[src/rtl/store_demux_pkg.sv]
// Shared types and constants for the store demux.
// Size codes, FSM states, error causes and the target write bundle.
package store_demux_pkg;

  localparam logic [1:0] SZ_B = 2'b00;
  localparam logic [1:0] SZ_H = 2'b01;
  localparam logic [1:0] SZ_W = 2'b10;

  localparam logic [1:0] ERR_MISALIGN = 2'b01;
  localparam logic [1:0] ERR_TIMEOUT  = 2'b10;

  typedef enum logic [1:0] {
    IDLE,
    MEM_WAIT,
    IO_WAIT
  } state_t;

  typedef struct packed {
    logic [31:0] addr;
    logic [31:0] wdata;
    logic [3:0]  be;
  } tgt_t;

  function automatic logic [31:0] word_align(
    input logic [31:0] a
  );
    return {a[31:2], 2'b00};
  endfunction

endpackage

[src/rtl/store_lane_steer.sv]
// Byte-lane steering for sb/sh/sw stores.
// in: size, addr_lo, wdata; out: st_wdata, be, misaligned.
module store_lane_steer
  import store_demux_pkg::*;
(
  input  logic [1:0]  size,
  input  logic [1:0]  addr_lo,
  input  logic [31:0] wdata,
  output logic [31:0] st_wdata,
  output logic [3:0]  be,
  output logic        misaligned
);

  always_comb begin
    st_wdata   = wdata;
    be         = 4'b0000;
    misaligned = 1'b0;
    unique case (size)
      SZ_B: begin
        st_wdata = {4{wdata[7:0]}};
        be       = 4'b0001 << addr_lo;
      end
      SZ_H: begin
        st_wdata   = {2{wdata[15:0]}};
        be         = addr_lo[1] ? 4'b1100
                                : 4'b0011;
        misaligned = addr_lo[0];
      end
      SZ_W: begin
        be         = 4'b1111;
        misaligned = |addr_lo;
      end
      default: begin
        misaligned = 1'b1;
      end
    endcase
  end

endmodule

[src/rtl/store_demux.sv]
// Routes one CPU store to data memory or MMIO with timeout.
// Ports: req_* in, stall out, mem/io valid-ready, tgt_* bus, err.
module store_demux
  import store_demux_pkg::*;
#(
  parameter int             n         = 32,
  parameter logic [n-1:0]   MMIO_BASE = 32'hFFFF_0000,
  parameter int             TIMEOUT   = 16
)(
  input  logic         clk,
  input  logic         rst,
  input  logic         req_valid,
  input  logic [n-1:0] req_addr,
  input  logic [n-1:0] req_wdata,
  input  logic [1:0]   req_size,
  output logic         stall,
  output logic         mem_valid,
  input  logic         mem_ready,
  output logic         io_valid,
  input  logic         io_ready,
  output logic [n-1:0] tgt_addr,
  output logic [n-1:0] tgt_wdata,
  output logic [3:0]   tgt_be,
  output logic         err,
  output logic [1:0]   err_cause
);

  localparam int CW = (TIMEOUT > 2)
                    ? $clog2(TIMEOUT) : 1;
  localparam logic [CW-1:0] LAST =
    CW'(TIMEOUT - 1);

  state_t        state_q, state_d;
  tgt_t          tgt_q, tgt_d;
  logic [CW-1:0] cnt_q, cnt_d;
  logic          mv_q, mv_d;
  logic          iv_q, iv_d;
  logic          err_q, err_d;
  logic [1:0]    cause_q, cause_d;

  logic [31:0]   st_wdata;
  logic [3:0]    st_be;
  logic          misal;
  logic          rdy;

  store_lane_steer u_steer (
    .size       (req_size),
    .addr_lo    (req_addr[1:0]),
    .wdata      (req_wdata),
    .st_wdata   (st_wdata),
    .be         (st_be),
    .misaligned (misal)
  );

  assign stall = (state_q != IDLE);

  // Only the selected target's ready matters.
  assign rdy = (state_q == MEM_WAIT)
             ? mem_ready : io_ready;

  always_ff @(posedge clk) begin
    if (rst) begin
      state_q <= IDLE;
      tgt_q   <= '0;
      cnt_q   <= '0;
      mv_q    <= 1'b0;
      iv_q    <= 1'b0;
      err_q   <= 1'b0;
      cause_q <= 2'b00;
    end else begin
      state_q <= state_d;
      tgt_q   <= tgt_d;
      cnt_q   <= cnt_d;
      mv_q    <= mv_d;
      iv_q    <= iv_d;
      err_q   <= err_d;
      cause_q <= cause_d;
    end
  end

  always_comb begin
    state_d = state_q;
    tgt_d   = tgt_q;
    cnt_d   = cnt_q;
    mv_d    = mv_q;
    iv_d    = iv_q;
    err_d   = 1'b0;
    cause_d = cause_q;
    unique case (state_q)
      IDLE: begin
        if (req_valid && !stall) begin
          if (misal) begin
            err_d   = 1'b1;
            cause_d = ERR_MISALIGN;
          end else begin
            tgt_d.addr  = word_align(req_addr);
            tgt_d.wdata = st_wdata;
            tgt_d.be    = st_be;
            cnt_d       = '0;
            if (req_addr < MMIO_BASE) begin
              state_d = MEM_WAIT;
              mv_d    = 1'b1;
            end else begin
              state_d = IO_WAIT;
              iv_d    = 1'b1;
            end
          end
        end
      end
      MEM_WAIT, IO_WAIT: begin
        // Ready on the last counted cycle still completes.
        if (rdy) begin
          state_d = IDLE;
          mv_d    = 1'b0;
          iv_d    = 1'b0;
          cnt_d   = '0;
        end else if (cnt_q == LAST) begin
          state_d = IDLE;
          mv_d    = 1'b0;
          iv_d    = 1'b0;
          cnt_d   = '0;
          err_d   = 1'b1;
          cause_d = ERR_TIMEOUT;
        end else begin
          cnt_d = cnt_q + 1'b1;
        end
      end
      default: begin
        state_d = IDLE;
        mv_d    = 1'b0;
        iv_d    = 1'b0;
        cnt_d   = '0;
      end
    endcase
  end

  assign mem_valid = mv_q;
  assign io_valid  = iv_q;
  assign tgt_addr  = tgt_q.addr;
  assign tgt_wdata = tgt_q.wdata;
  assign tgt_be    = tgt_q.be;
  assign err       = err_q;
  assign err_cause = cause_q;

  a_one_target: assert property (
    @(posedge clk) disable iff (rst)
    !(mv_q && iv_q));

  a_hold_bus: assert property (
    @(posedge clk) disable iff (rst)
    (state_q != IDLE &&
     $past(state_q) == state_q)
    |-> $stable(tgt_q));

endmodule
[config.mk]
export PLATFORM = sky130hd
export DESIGN_NAME = store_demux
export DESIGN_NICKNAME = d
export VERILOG_FILES = /design/src/rtl/store_demux_pkg.sv /design/src/rtl/store_lane_steer.sv /design/src/rtl/store_demux.sv
export SDC_FILE = /design/constraint.sdc
export NUM_CORES = 1
export LEC_CHECK = 0
export CORE_MARGIN = 10
export CORE_UTILIZATION = 45
export CTS_CLUSTER_SIZE = 8
export DETAILED_ROUTE_END_ITERATION = 10
export PLACE_DENSITY = 0.82
export SETUP_SLACK_MARGIN = 0.2
export SLEW_MARGIN = 10
export SYNTH_ARGS = -nofsm -noshare
export SYNTH_HDL_FRONTEND = slang
export SYNTH_SLANG_ARGS = --single-unit
[constraint.sdc]
create_clock -name clk -period 4.7 [get_ports clk]
set_clock_uncertainty 0.2 [all_clocks]
set_input_delay 0.94 -clock clk [delete_from_list [all_inputs] [get_ports clk]]
set_output_delay 0.94 -clock clk [all_outputs]
set_load 0.02 [all_outputs]
==> summary.md, run 1 <==
| Metric | Value |
|---|---|
| Post-synth ARST share | 0% |
| Kind of critical path | in2reg |
| Worst Setup Start Kind | input pin |
| Final Power | 1.79 mW |
| Postcts setup bufs | 0 |
| Vias/cell | approximately 5.2 |
| Synth Flop Type | dfxtp_1 |
| Largest net degree at the start of global routing | between 40 and 50 |
| Setup violations, final | 0 |
| Tcrit/Tclk final | 66.7% |
| Fin. Hold Viols | 0 |
| Die Span X | 106 um |
| Top-area cell type share of the netlist area | a little under half |
| Post-CTS Hold Buffers | 0 |
| Max stage delay on crit path | around 0.45 ns |
| CTS tree | built |
| Leakage power | roughly 1.8 nW |
| Largest cells by area after synthesis | dfxtp_1 46%, nand2_1 13%, a21oi_1 7.8%, mux2i_1 5.4%, o21ai_0 3.2% |
| Critical Path Slowest Stage Cell | a21oi_4 |
| Hold_sp | tgt_addr[30]$_SDFFE_PP0P_ |
| Final core utilization | roughly 70% |
| Layout net count | 617 |
| # IOs | between 100 and 150 |
| Clock-pin slew on the worst setup and hold paths | about 0.080 ns |
| Area leader, netlist | dfxtp_1 |
| Crit path arrival time | ~3.2 ns |
| Die Y-Extent | 106 um |
| Hold Path Stages | 2 |
| Detailed router's first-iteration violation count | between 100 and 150 |
| Yosys cell types | 45 |
| Htree depth | 3 |
| HP Class | reg2reg |
| Area of the multi-input gates | roughly 0.0016 mm^2 |
| Crit Path Max Fanout | 24 |
| CP endpoint kind | flop |
| CP top delay family | buffers and inverters |
| Overall routing resource usage | ~18% |
| Register Area | 0.00154 mm^2 |
| Vias | about 3.4k |
| Post-synthesis cell area | between 0.003 and 0.004 mm^2 |
| Port bufs | ~140 |
| Yosys warns | 0 |
| Initial core utilization | roughly 46% |
| Max frequency | 319 MHz |
| Clock root cell | clkbuf_8 |
| Mean Syn Cell Area | ~8.1 um^2 |
| Final HPWL DP | between 7 and 8 mm |
| Hold Crit Endpoint | tgt_addr[30]$_SDFFE_PP0P_ |
| Data required time of the critical path | about 4.7 ns |
| Cell mode on critical path | buf_4 |
| Share of layout cells above drive strength 1 | ~5.5% |
| Worst vdd ir | ~0.21 mV |
| Core Footprint | between 0.007 and 0.008 mm^2 |
| Cells on worst reg2reg path | 7 |
| Worst r2r src | state_q[0]$_SDFFE_PP0P_ |
| TritonCTS buffer count | 9 |
| RSZ-0062 raised after global routing | no |
| Setup slack, reg-to-reg | 2.45 ns |
| RD Place Congestion | around 0.8 |
| Global route overflow | 0 |
| Max cap viols | 0 |
| Vias in the first global route | 3345 |
| CP Buf/Inv Count | 3 |
| # rows | 31 |
| Layout fillers | 610 |
| Longest Clk Path Bufs | 2 |
| Slew HR | 45.4% |
| Outcome | complete, no violations |
| Num Clock Sinks | 77 |
| Pwr dens | between 300 and 400 mW/mm^2 |
| N_diodes | 0 |
| Min Tclk post-route | about 3.1 ns |
| Die area | ~0.011 mm^2 |
| Total negative setup slack | 0 ns |
| Post-synth EDFFs | 0 |
| Post-route ant nets | 0 |
| Routed WL per cell | roughly 16 um |
| First-pass GRT wire length | ~17 mm |
| CTS resizes | 0 |
| Worst slew pin tran | 0.819 ns |
| Max-slew violations | 0 |
| Routed wire length | 10.6 mm |
| Register area share after synthesis | around 46% |
| Worst-Skew Late Latency | 0.34 ns |
| Drt first pass iters | 4 |
| Initial antenna violation count | 0 |
| Synth Instances | between 400 and 500 |
| DRC violations left | 0 |
| Crit-path cells | clkdlybuf4s50_1, buf_4, or3_4, a21oi_4, buf_4, nor2_1, a311oi_1 |
| Flops & latches, synth | 77 |
| Crit Reg-Reg Endpoint | tgt_addr[19]$_SDFFE_PP0P_ |
| Layout Area Growth over Synthesis | 50.0% |
worst max-delay path by stage:
stage | startpoint | endpoint | slack, ns | cells past startpoint
6_report | req_size[0] | tgt_wdata[9]$_SDFFE_PP0P_ | 1.56 | 7
4_1_cts | req_size[0] | tgt_wdata[9]$_SDFFE_PP0P_ | 1.55 | 7
3_3_place_gp | req_size[1] | tgt_addr[15]$_SDFFE_PP0P_ | 1.34 | 7
5_1_grt | req_size[0] | tgt_wdata[9]$_SDFFE_PP0P_ | 1.38 | 7
2_1_floorplan | req_size[0] | mem_valid$_SDFFE_PP0P_ | 2.31 | 5
3_5_place_dp | req_size[1] | tgt_addr[19]$_SDFFE_PP0P_ | 1.25 | 7
worst reg2reg max path, stage by stage (launching register included):
cell,delay [ns]
dfxtp_1,0.36
inv_1,0.07
ha_1,0.24
nand2_1,0.18
a21o_2,0.52
buf_4,0.36
nand2_1,0.10
a21oi_1,0.15
synth_stat cells (all sizes together) (5+ instances only):
cell and number:
o21ai 24, inv 5, a21oi 53, dfxtp 77, nand2 116, nor2 24
a211oi 8, mux2i 18, nand3 7, a311oi 8, clkbuf 12, buf 19
flip-flops by register name, summed over array words and instances, names as in the netlist:
name,count
tgt_addr,30
state_q,2
tgt_wdata,32
err_cause,2
tgt_be,4
cnt_q,4
err,1
io_valid,1
mem_valid,1
per-stage QoR:
step,area [um^2],setup WS (ns),hold WS (ns),instances
2_1_floorplan,3340,2.31,0.249,414
3_3_place_gp,4780,1.34,0.238,630
4_1_cts,5000,1.55,0.258,646
5_1_grt,5000,1.38,0.274,646
3_5_place_dp,4780,1.25,0.247,630
6_report,5000,1.56,0.256,646
layout make-up:
class / count / area share, %
clock buffer: 12 / 3.10
inverter: 5 / 0.375
tap: 99 / 2.48
multi-input combinational: 301 / 32.3
timing repair buffer: 148 / 29.5
sequential: 77 / 30.8
clock inverter: 4 / 1.40
cells by family after synthesis:
family                     Yosys count  share of synthesized area, %
other                                1                         0.112
muxes                               19                          5.74
adders and majority gates            4                          1.50
AOI/OAI and AO/OA                  109                          19.6
buffers and inverters               36                          5.63
DFF                                 77                          46.2
and+or+nand+nor                    167                          21.2
power breakdown:
part / leakage (nW) / internal (mW) / switching [mW] / total [mW]
clock network: 0.116 / 0.327 / 0.233 / 0.560
logic: 1.10 / 0.228 / 0.265 / 0.492
registers: 0.629 / 0.711 / 0.0297 / 0.741
metal layers:
metal / global-route usage [%] / vias to the layer above / routed length [um] / part of all wire (%)
met2: 29.6 / 130 / 5000 / 47
met3: 6.46 / 28 / 917 / 8.7
li1: - / 1677 / - / -
met1: 20.2 / 1528 / 4280 / 41
met4: 8.90 / 0 / 355 / 3.4
met5: 0 / - / 0 / 0
placed cells by master (no fill, tap or decap), drive strengths merged, types with 2 or more instances in the layout:
| cell type | instances |
|---|---|
| nand4 | 4 |
| clkdlybuf4s50 | 141 |
| buf | 7 |
| nor3 | 2 |
| mux2i | 18 |
| conb | 2 |
| nand3 | 7 |
| nor2 | 24 |
| nand2 | 116 |
| a211oi | 8 |
| a21o | 3 |
| bufinv | 2 |
| or3 | 2 |
| and3 | 2 |
| ha | 4 |
| o21ai | 24 |
| clkinv | 2 |
| a311oi | 8 |
| o31ai | 2 |
| a21oi | 53 |
| nor2b | 4 |
| dfxtp | 77 |
| clkbuf | 12 |
| inv | 5 |
Power figures use the tool's default switching activity.
==> inputs of run 2 (changes only) <==
CORE_UTILIZATION = 42   (was 45)
PLACE_DENSITY = 0.77   (was 0.82)
clock period = 2.9 ns   (was 4.7 ns; I/O delays follow)
==> summary.md, run 2 (synthesis results as in run 1) <==
| Metric | Value |
|---|---|
| Outcome | complete, no violations |
| RD Place Congestion | 0.838 (+2.5%) |
| Worst-Skew Late Latency | 0.34 ns (about the same) |
| Longest Clk Path Bufs | 2 (unchanged) |
| Largest net degree at the start of global routing | 45 (-2.2%) |
| Min Tclk post-route | 2.39 ns |
| Final HPWL DP | 7.70 mm (-3.1%) |
| Most frequent cells in the layout | 140 x clkdlybuf4s50_1, 116 x nand2_1, 77 x dfxtp_1 |
| Die Y-Extent | 109 um (+2.8%) |
| Max frequency | 419 MHz |
| Gate power share | 27.8% (+0.3 points) |
| Data required time of the critical path | 2.95 ns (-1.79 ns) |
| Detailed router's first-iteration violation count | 121 (-14%) |
| Tcrit/Tclk final | about 82% |
| # rows | 32 (+3.2%) |
| Final Non-Filler Cells | 653 (+1.1%) |
| Vias | 3297 (-2.0%) |
| DRC violations left | 0 (unchanged) |
| Placed Instances | 637 (+1.1%) |
| Final core utilization | 65.1% (-4.3 points) |
| Max cap viols | 0 (unchanged) |
| Clock root cell | clkbuf_8 |
| Switching Fraction | 30.0% (+0.53 points) |
| Most common cell after layout, fill and taps aside | clkdlybuf4s50_1 |
| Worst setup margin | 0.514 ns (-1.05 ns) |
| Initial antenna violation count | 0 (unchanged) |
| Layout Area Growth over Synthesis | 50.8% |
| Clock share of power | 30.4% (-0.8 points) |
| Sequential power share | 41.8% (+0.5 points) |
| Worst vdd ir | 0.289 mV (+36%) |
| Total negative setup slack | 0 ns (unchanged) |
| # IOs | 145 (unchanged) |
| Kind of critical path | in2reg |
| Pwr dens | 572 mW/mm^2 (+59%) |
| Port bufs | 142 (unchanged) |
| Routed wire length | 10.2 mm (-3.2%) |
| Switch Pwr | 861 uW (+63%) |
| Max-slew violations | 0 (unchanged) |
| Share of layout cells above drive strength 1 | 6.17% (+0.69 points) |
| Pre-CTS setup slack | 0.138 ns (-1.12 ns) |
| Crit Path Max Fanout | 15 (-38%) |
| HP Class | reg2reg |
| Worst slew pin tran | 0.823 ns (+0.00407 ns) |
| Layout net count | 621 (+0.65%) |
| Initial core utilization | 43.2% (-3.1 points) |
| Drt first pass iters | 4 (unchanged) |
| Cell-internal power | 2.01 mW (+59%) |
| Routed WL per cell | 15.6 um (-4.3%) |
| Htree depth | 3 (unchanged) |
| Vias/cell | 5.05 (-3.0%) |
| Post-route ant nets | 0 (unchanged) |
| RSZ-0062 raised after global routing | no |
| Global route overflow | 0 (unchanged) |
| First-pass GRT wire length | 16.1 mm (-3.4%) |
| Slew HR | 45.1% (-0.27 points) |
| Hold Path Stages | 2 (unchanged) |
| Leakage power | 1.86 nW (+0.89%) |
| CTS tree | built |
| Overall routing resource usage | 16.8% (-1.2 points) |
| TritonCTS buffer count | 9 (unchanged) |
| Setup slack, reg-to-reg | 0.85 ns (-1.60 ns) |
| N_diodes | 0 (unchanged) |
| Post-CTS Hold Buffers | 0 (unchanged) |
| Worst Setup Start Kind | input pin |
| CP endpoint kind | flop |
| Fin. Hold Viols | 0 (unchanged) |
| Crit path arrival time | 2.44 ns (-0.73 ns) |
| Clock-pin slew on the worst setup and hold paths | 0.08 ns (about the same) |
| Vias in the first global route | 3209 (-4.1%) |
| Die area | 0.0119 mm^2 (+5.8%) |
| Core Footprint | 0.00773 mm^2 (+7.1%) |
| Num Clock Sinks | 77 (unchanged) |
| Die Span X | 109 um (+2.8%) |
| Cells on worst reg2reg path | 7 (unchanged) |
| Setup violations, final | 0 (unchanged) |
| Max reg flops | 32 (unchanged) |
==> run 2: final timing paths <==
check / start / endpoint
max reg2reg: state_q[0]$_SDFFE_PP0P_ / mem_valid$_SDFFE_PP0P_
max: req_size[0] / tgt_wdata[12]$_SDFFE_PP0P_
min reg2reg: tgt_wdata[31]$_SDFFE_PP0P_ / tgt_wdata[31]$_SDFFE_PP0P_
min: tgt_wdata[31]$_SDFFE_PP0P_ / tgt_wdata[31]$_SDFFE_PP0P_
==> run 2: repair_timing <==
item | CTS | global route
resized for setup | 0 | 1
buffers inserted | 0 | 0
setup endpoints to repair | 0 | 1
==> run 2: area by class of cell <==
cell class,instances,area [um^2]
flip-flops and latches,77,1540
clock buffers,10,128
inverters,5,18.8
fillers,664,2700
multi-input cells,301,1620
clock inverters,6,87.6
repair buffers,152,1510
well taps,102,128
==> run 2: routing by layer <==
layer / GRT usage, % / wire length [um]
met2: 26.7 / 4600
met3: 7.96 / 1160
met1: 19.7 / 4350
met4: 4.90 / 99
met5: 0 / 0
==> run 2: power by group through the flow <==
stage	sequential, mW	clock (mW)	combinational, mW
after floorplan	1.33	0	0.326
after global placement	1.22	0	0.793
after detailed placement	1.23	0	0.803
after CTS	1.20	0.895	0.805
after global routing	1.22	0.939	0.868
final	1.20	0.873	0.798
==> run 2: worst max-delay path, cell delays in order <==
cell,delay (ns)
clkdlybuf4s50_1,0.51
or3_4,0.46
a21oi_4,0.32
buf_4,0.27
nor2_1,0.07
a311oi_1,0.24
==> run 2: metrics by stage <==
step	hold slack (ns)	area [um^2]	power, mW
6_report	0.254	5030	2.87
4_1_cts	0.256	5020	2.90
2_1_floorplan	0.249	3340	1.66
3_3_place_gp	0.241	4810	2.02
3_5_place_dp	0.244	4810	2.03
5_1_grt	0.273	5030	3.02
==> inputs of run 3 (changes only) <==
CORE_UTILIZATION = 38   (was 42)
PLACE_DENSITY = 0.73   (was 0.77)
clock period = 2.1 ns   (was 2.9 ns; I/O delays follow)
==> summary.md, run 3 (synthesis results as in run 1) <==
| Metric | Value |
|---|---|
| Fin. Hold Viols | 0 (unchanged) |
| Layout net count | 652 (+5.0%) |
| Hold_sp | mem_valid$_SDFFE_PP0P_ |
| CTS tree | built |
| Clock share of power | 28.9% (-1.5 points) |
| Pwr dens | 772 mW/mm^2 (+35%) |
| Initial antenna violation count | 0 (unchanged) |
| Crit Path Max Fanout | 4 (-11) |
| Die area | 0.0129 mm^2 (+8.6%) |
| Post-route ant nets | 0 (unchanged) |
| # rows | 34 (+6.3%) |
| Total negative setup slack | 0 ns (unchanged) |
| Max reg flops | 32 (unchanged) |
| Max frequency | roughly 540 MHz |
| Clock-pin slew on the worst setup and hold paths | 0.08 ns (about the same) |
| Die Span X | 114 um (+4.2%) |
| Worst r2r src | state_q[1]$_SDFFE_PP0P_ |
| Routed WL per cell | 16.7 um (+6.7%) |
| # IOs | 145 (unchanged) |
| N_diodes | 0 (unchanged) |
| Final HPWL DP | 7.98 mm (+3.5%) |
| Detailed router's first-iteration violation count | 120 (-0.83%) |
| Data required time of the critical path | 2.19 ns (-0.76 ns) |
| Kind of critical path | reg2reg |
| RSZ-0062 raised after global routing | yes |
| Routed wire length | 11.5 mm (+13%) |
| Max cap viols | 0 (unchanged) |
| Layout Area Growth over Synthesis | 64.6% |
| RD Place Congestion | 0.840 (+0.24%) |
| Drt first pass iters | 4 (unchanged) |
| Clock root cell | clkbuf_8 |
| Most common cell after layout, fill and taps aside | nand2_1 |
| Vias/cell | 5.05 (about the same) |
| Layout fillers | 738 (+11%) |
| Cells on worst reg2reg path | 6 (-1) |
| TritonCTS buffer count | 9 (unchanged) |
| Crit Reg-Reg Endpoint | mem_valid$_SDFFE_PP0P_ |
| CP endpoint kind | flop |
| Hold slack | 0.252 ns (-0.00232 ns) |
| Global route overflow | 0 (unchanged) |
| DRC violations left | 0 (unchanged) |
| Setup violations, final | 0 (unchanged) |
| Leakage power | 2.40 nW (+29%) |
| Placed Instances | 660 (+3.6%) |
| Max-slew violations | 0 (unchanged) |
| Most frequent cells in the layout | 114 x nand2_1, 74 x dfxtp_1, 73 x dlygate4sd2_1 |
| Largest net degree at the start of global routing | 75 (+67%) |
| Tcrit/Tclk final | a little under 90% |
| Crit path arrival time | 1.96 ns (-0.48 ns) |
| Port bufs | 142 (unchanged) |
| Dpl cell area | 0.00501 mm^2 (+4.1%) |
| Final core utilization | 63.6% (-1.5 points) |
| Outcome | complete, no violations |
| Vias in the first global route | 3571 (+11%) |
| Vias | 3478 (+5.5%) |
| Hold Crit Endpoint | mem_valid$_SDFFE_PP0P_ |
| Sequential power share | 39.3% (-2.5 points) |
| Hold Path Stages | 1 (-1) |
| Cell-internal power | 2.96 mW (+47%) |
| Post-CTS Hold Buffers | 0 (unchanged) |
| Overall routing resource usage | 16.9% (+0.15 points) |
| Share of layout cells above drive strength 1 | 14.6% (+8.5 points) |
| Min Tclk post-route | 1.87 ns |
| Initial core utilization | 38.6% (-4.5 points) |
| Gate power share | 31.8% (+4.0 points) |
| Worst vdd ir | 0.410 mV (+42%) |
| Num Clock Sinks | 77 (unchanged) |
| Core Footprint | 0.00864 mm^2 (+12%) |
| First-pass GRT wire length | 18.0 mm (+12%) |
| Final Non-Filler Cells | 689 (+5.5%) |
| Setup slack, reg-to-reg | 0.23 ns (-0.62 ns) |
| Die Y-Extent | 114 um (+4.2%) |
| HP Class | reg2reg |
| Worst Setup Start Kind | flop |
| Worst-Skew Late Latency | 0.34 ns (about the same) |
| Cell area after layout | 0.00549 mm^2 (+9.2%) |
| Htree depth | 3 (unchanged) |
| Longest Clk Path Bufs | 2 (unchanged) |
| Switch Pwr | 1.28 mW (+49%) |
| Switching Fraction | 30.2% (+0.24 points) |
run 3: per-layer routing:
metal / routed length [um] / vias up / GRT usage [%] / part of all wire [%]
met4: 122 / 0 / 4.99 / 1.1
met3: 1150 / 9 / 8.03 / 10
met1: 4830 / 1629 / 19.4 / 42
li1: - / 1741 / - / -
met2: 5400 / 99 / 27.5 / 47
met5: 0 / - / 0 / 0
run 3: worst max-delay path by stage:
stage,depth (start not counted),to,from
final,6,mem_valid$_SDFFE_PP0P_,state_q[1]$_SDFFE_PP0P_
after global routing,6,mem_valid$_SDFFE_PP0P_,state_q[1]$_SDFFE_PP0P_
after CTS,8,mem_valid$_SDFFE_PP0P_,state_q[0]$_SDFFE_PP0P_
after detailed placement,7,tgt_addr[17]$_SDFFE_PP0P_,req_size[0]
after global placement,7,tgt_addr[16]$_SDFFE_PP0P_,req_size[0]
after floorplan,5,mem_valid$_SDFFE_PP0P_,req_size[0]
run 3: final cells by class:
| type | instances | area [um^2] | area share, % |
|---|---|---|---|
| Inverter | 5 | 26.3 | 0.479 |
| Multi-Input combinational cell | 301 | 1710 | 31.1 |
| Clock buffer | 11 | 141 | 2.58 |
| Clock inverter | 4 | 72.6 | 1.32 |
| Sequential cell | 77 | 1550 | 28.2 |
| Tap cell | 108 | 135 | 2.46 |
| Timing Repair Buffer | 183 | 1860 | 33.9 |
run 3: through the flow:
step	setup WS (ns)	power (mW)
after detailed placement	-0.263	2.91
after global placement	-0.222	2.89
final	0.233	4.24
after floorplan	0.234	2.29
after CTS	0.204	4.19
after global routing	0.183	4.46
run 3: power by group through the flow:
stage,clock network [mW],logic (mW),registers [mW]
final,1.22,1.35,1.66
after global routing,1.33,1.45,1.68
after CTS,1.26,1.27,1.66
after detailed placement,0,1.22,1.69
after global placement,0,1.20,1.69
after floorplan,0,0.452,1.84
run 3: repair_timing:
| item | CTS | global route |
|---|---|---|
| buffers inserted | 5 | 2 |
| pin swaps | 3 | 8 |
| gates cloned | 4 | 3 |
| setup endpoints to repair | 135 | 63 |
| gates resized for setup | 95 | 22 |
run 3: critical path, stage by stage, from the launching register on:
cell and delay [ns]:
dfxtp_2 0.36, inv_4 0.05, ha_4 0.16, mux2i_4 0.20, and3_4 0.16, or4b_4 0.51
a21bo_1 0.18
